$ cat src/rtl/projectile_unit.sv
// Per-player projectile engine: one bullet per fire press, moved on frame ticks, hit-tested against the opponent.
// Optional PROJECTILE_QUEUE_EN: remembers one fire press made during cooldown and launches it once idle.
module projectile_unit #(
    parameter int SCREEN_W = 640,
    parameter int PLAYER_W = 40,
    parameter int HURT_W   = 40,
    parameter int BULLET_W = 8,
    parameter int SPEED    = 4,
    parameter int COOLDOWN = 30
) (
    input  logic       clk,
    input  logic       reset,
    input  logic       frame_tick,
    input  logic       fire,
    input  logic       facing_right,
    input  logic [9:0] shooter_x,
    input  logic [9:0] target_x,
    input  logic [2:0] game_state,
    output logic       bullet_active,
    output logic [9:0] bullet_x,
    output logic       bullet_hit,
    output logic       busy
);

    // 12-bit signed geometry: moves past either screen edge and target_x+HURT_W both fit without wrapping
    localparam int SW = 12;
    localparam int CW = (COOLDOWN > 0) ? $clog2(COOLDOWN + 1) : 1;

    typedef logic signed [SW-1:0] coord_t;
    typedef enum logic [1:0] {IDLE, FLIGHT, COOL} state_t;

    localparam coord_t SPEED_S  = coord_t'(SPEED);
    localparam coord_t HURT_S   = coord_t'(HURT_W);
    localparam coord_t BULLET_S = coord_t'(BULLET_W);
    localparam coord_t PLAYER_S = coord_t'(PLAYER_W);
    localparam coord_t SCREEN_S = coord_t'(SCREEN_W);
    localparam coord_t MAX_X_S  = coord_t'(SCREEN_W - BULLET_W);
    localparam logic [CW-1:0] CD_LOAD = CW'(COOLDOWN);
    localparam logic [CW-1:0] CD_ONE  = CW'(1);

    state_t        state, state_next;
    logic          fire_q;
    logic          dir_right, dir_right_next;
    logic [9:0]    x, x_next;
    logic [CW-1:0] cnt, cnt_next;
    logic          hit_q, hit_next;
    logic          fire_rise, fight, launch_req;
    coord_t        cur_s, shooter_s, target_s, nx, launch_right, launch_left;
    logic          hit_now, off_now;

    assign fire_rise = fire & ~fire_q;
    assign fight     = (game_state == 3'd0);

    assign cur_s     = $signed({2'b00, x});
    assign shooter_s = $signed({2'b00, shooter_x});
    assign target_s  = $signed({2'b00, target_x});
    assign nx        = dir_right ? cur_s + SPEED_S : cur_s - SPEED_S;
    assign hit_now   = (nx < target_s + HURT_S) && (nx + BULLET_S > target_s);
    assign off_now   = nx[SW-1] || (nx + BULLET_S > SCREEN_S);

    assign launch_right = (shooter_s + PLAYER_S > MAX_X_S) ? MAX_X_S : shooter_s + PLAYER_S;
    assign launch_left  = (shooter_s < BULLET_S) ? '0 : shooter_s - BULLET_S;

`ifdef PROJECTILE_QUEUE_EN
    logic pending, pending_next;

    // A press during cooldown is held until the unit is idle again; leaving the fight drops it
    always_comb begin
        pending_next = pending;
        if (!fight)
            pending_next = 1'b0;
        else if (state == COOL && fire_rise)
            pending_next = 1'b1;
        else if (state == IDLE)
            pending_next = 1'b0;
    end

    always_ff @(posedge clk) begin
        if (reset)
            pending <= 1'b0;
        else
            pending <= pending_next;
    end

    assign launch_req = fire_rise | pending;
`else
    assign launch_req = fire_rise;
`endif

    always_comb begin
        state_next     = state;
        x_next         = x;
        dir_right_next = dir_right;
        cnt_next       = cnt;
        hit_next       = 1'b0;
        case (state)
            IDLE: begin
                if (fight && launch_req) begin
                    state_next     = FLIGHT;
                    dir_right_next = facing_right;
                    x_next         = facing_right ? 10'(launch_right) : 10'(launch_left);
                end
            end
            FLIGHT: begin
                // Leaving the fight outranks a tick arriving in the same cycle
                if (!fight) begin
                    state_next = COOL;
                    cnt_next   = CD_LOAD;
                end else if (frame_tick) begin
                    if (hit_now) begin
                        hit_next   = 1'b1;
                        state_next = COOL;
                        cnt_next   = CD_LOAD;
                    end else if (off_now) begin
                        state_next = COOL;
                        cnt_next   = CD_LOAD;
                    end else begin
                        x_next = 10'(nx);
                    end
                end
            end
            COOL: begin
                if (cnt == '0) begin
                    state_next = IDLE;
                end else if (frame_tick) begin
                    cnt_next = cnt - CD_ONE;
                    if (cnt == CD_ONE)
                        state_next = IDLE;
                end
            end
            default: state_next = IDLE;
        endcase
    end

    always_ff @(posedge clk) begin
        if (reset) begin
            state     <= IDLE;
            fire_q    <= 1'b0;
            dir_right <= 1'b0;
            x         <= '0;
            cnt       <= '0;
            hit_q     <= 1'b0;
        end else begin
            state     <= state_next;
            fire_q    <= fire;
            dir_right <= dir_right_next;
            x         <= x_next;
            cnt       <= cnt_next;
            hit_q     <= hit_next;
        end
    end

    assign bullet_active = (state == FLIGHT);
    assign busy          = (state != IDLE);
    assign bullet_x      = x;
    assign bullet_hit    = hit_q;

endmodule
$ cat config.mk
export PLATFORM = sky130hd
export DESIGN_NAME = projectile_unit
export DESIGN_NICKNAME = d
export VERILOG_FILES = /design/src/rtl/projectile_unit.sv
export SDC_FILE = /design/constraint.sdc
export NUM_CORES = 1
export LEC_CHECK = 0
export CORE_MARGIN = 2
export CORE_UTILIZATION = 50
export DETAILED_ROUTE_END_ITERATION = 8
export PLACE_DENSITY_LB_ADDON = 0.05
export SETUP_SLACK_MARGIN = 0.4
export SLEW_MARGIN = 5
export SYNTH_ARGS = -nofsm -noshare
export SYNTH_HDL_FRONTEND = slang
export SYNTH_SLANG_ARGS = --single-unit
$ cat constraint.sdc
create_clock -name clk -period 3.8 [get_ports clk]
set_clock_uncertainty 0.15 [all_clocks]
set_input_delay 1.14 -clock clk [delete_from_list [all_inputs] [get_ports clk]]
set_output_delay 1.14 -clock clk [all_outputs]
set_load 0.05 [all_outputs]
==> run_results.csv <==
group,metric,value,unit
outcome,outcome,"finished with violations",
outcome,violations,"negative setup slack",
floorplan,die_area,5890,um2
setup_path,crit_chain,"buf_6 > inv_4 > ha_4 > mux2i_2 > xnor2_1 > ha_2 > nand3_2 > xnor2_2 > ha_4 > nand2_2 > o21a_1 > or3_1 > a21o_1 > a31oi_4 > a211oi_4 > or2_4 > a32o_1",
synth,yosysWarnings,0,
setup_path,path_class,"flip-flop to flip-flop",
synth,syn_nets,394,
setup_path,start_kind,"flip-flop",
cts,cts.sinks,20,
sta,tightest_slew,0.714,ns
global_routing,grt_pass1_vias,2802,
global_routing,grt_max_degree,19,
synth,async_reset_ff_share,0,%
finish,layout.nets,497,
global_routing,grt_pass1_wl,13300,um
setup_path,crit_top_cell,"ha_4",
synth,syn_area_per_cell,7.81,um2
routing,drt_iter0_drc,157,
routing,avgViaCountPerCell,5.74,
sta,slew_viol_final,0,
cts,hold_buffers,0,
synth,synthFlopType,"dfxtp_1",
routing,dr.pass1.iters,4,
synth,synth-edff-count,0,
finish,layout_commonest_cell,"buf_4",
finish,syn_to_final_growth,52.6,%
place,dpl_cell_area,3610,um2
sta,holdWs,0.409,ns
floorplan,die_y,76.8,um
global_routing,antenna_found_initial,0,
synth,yosysSeqAreaShare,15.1,%
setup_path,setup.worst_path.end_class,"flip-flop",
pwr,power.total,0.981,mW
finish,layout_common_cells,"buf_4, clkdlybuf4s50_1, nand2_1",
finish,layout-drive-gt1-share,37.9,%
cts,clk_pin_slew,0.07,ns
finish,postLayoutCoreUtil,79.1,%
synth,ys_types,72,
sta,slew_headroom,52.3,%
floorplan,coreArea,5110,um2
global_routing,grt_usage,27.0,%
global_routing,globalRoute.totalOverflow,0,
place,dpl.hpwl,6110,um
sta,setup_viol_count_final,12,
setup_path,crit_arrival,3.90,ns
setup_path,critPathMaxStageDelay,0.38,ns
min_path,hold_class,"flip-flop to flip-flop",
finish,antennaDiodeCount,0,
synth,synthTopCellsByArea,"dfxtp_1, ha_1, a21oi_1, xnor2_1, inv_1",
setup_path,critPathRequiredTime,3.79,ns
floorplan,io_pins,41,
setup_path,path_buf_inv,2,
routing,routed_wl,8020,um
sta,rsz0062_at_grt,"yes",
sta,post-route-period-util,103,%
pwr,ir_worst_vdd,0.199,mV
floorplan,start_util,51.8,%
pwr,p_leak,1.68,nW
routing,ant_nets,0,
synth,syn-cell-area,2650,um2
cts,htreeDepth,1,
synth,synth-seq-cells,20,
floorplan,rows,26,
place,port_buffers,40,
routing,drc,0,
floorplan,die_w,76.8,um
cts,clock_path_buffers,2,
setup_path,crit_slowest_cell,"or3_1",
synth,synth_top_area_cell,"dfxtp_1",
sta,min_period,3.90,ns
job,cap_viol_max_count,0,
synth,syn_inst,339,
routing,vias,2935,
place,gp_congestion,0.912,
cts,clock_latency,0.25,ns
cts,root_buffer,"clkbuf_8",
sta,final_hold_viol_count,0,
routing,wl_per_cell,15.7,um
place,place_ws,-0.562,ns
pwr,p_per_area,243,nW/um2
finish,final_area,4040,um2
setup_path,cp_max_fo,8,
sta,timing.final.ws_setup,-0.104,ns
synth,synth_top_area_share,15.1,%
cts,cts_buffers,3,
setup_path,critPathTopFamily,"compound AO/OA/AOI/OAI gates",
sta,max_freq,0.256,GHz
cts,cts_tree,"done",
finish,fillers,350,
==> Yosys cell counts (all sizes together) (6+ instances only) <==
master / n
inv: 29
a21oi: 28
ha: 27
nand2: 25
dfxtp: 20
o21ai: 18
xnor2: 18
nor2: 16
nand3: 14
clkbuf: 12
nor3: 8
or3: 7
a211oi: 6
a31oi: 6
buf: 6
xor2: 6
==> kinds of logic (layout without fill, tap and decap cells) <==
kind of cell / after synthesis / in the layout / share of synthesized area [%]
simple gates: 112 / 112 / 24.4
compound gates: 104 / 104 / 29.0
buf+inv: 47 / 149 / 7.61
fa+ha+maj: 27 / 27 / 12.8
xor+xnor: 24 / 24 / 9.22
flops: 20 / 20 / 15.1
mux: 5 / 5 / 1.94
==> flip-flops by register name, indices dropped and copies added (netlist names) <==
| signal | cells |
|---|---|
| dir_right | 1 |
| cnt | 5 |
| bullet_x | 10 |
| bullet_hit | 1 |
| state | 2 |
| fire_q | 1 |
==> metal layers <==
metal / wire length [um] / GRT usage (%) / vias up / part of all wire [%]
met3: 219 / 1.29 / 17 / 2.7
met4: 147 / 6.91 / 0 / 1.8
met2: 4050 / 49.5 / 63 / 51
met5: 0 / 0 / - / 0
li1: - / - / 1466 / -
met1: 3600 / 34.3 / 1389 / 45
==> stage by stage <==
stage | setup TNS, ns | cells
finish | -0.474 | 511
global route | -2.39 | 511
CTS | -0.112 | 507
detailed placement | -7.88 | 495
global placement | -6.17 | 495
floorplan | -0.0591 | 339
==> final cells by class <==
cell class / count / area, um2 / share of cell area [%]
Clock buffer: 4 / 55.1 / 1.36
Inverter: 29 / 114 / 2.82
Multi-Input combinational cell: 272 / 2380 / 59.0
Sequential cell: 20 / 414 / 10.2
Tap cell: 70 / 87.6 / 2.17
Timing Repair Buffer: 116 / 986 / 24.4
==> worst min-delay path: cells and delay by family (launching register included) <==
family / cells / cell delay, ns
AO/OA/AOI/OAI: 1 / 0.07
flip-flops: 1 / 0.38
AND/OR/NAND/NOR: 1 / 0.07
==> timing repair <==
item | 4_1_cts | 5_1_grt
pin swaps | 44 | 10
gates cloned | 0 | 0
hold endpoints to repair | 0 | 0
setup buffers | 8 | 4
gates resized for setup | 71 | 22
endpoints found under the setup margin | 18 | 18
==> report_power, final <==
group | switching [mW] | internal, mW
combinational | 0.304 | 0.299
sequential | 0.00701 | 0.212
clock | 0.0665 | 0.0920
==> final timing paths <==
kind	cells past startpoint	slack (ns)	from	to
max reg2reg	17	-0.10	bullet_x[2]	bullet_x[7]
min	2	0.41	bullet_x[5]	bullet_x[5]
min reg2reg	2	0.41	bullet_x[5]	bullet_x[5]
max	17	-0.10	bullet_x[2]	bullet_x[7]
No activity file was read; power rests on OpenSTA's default activity.
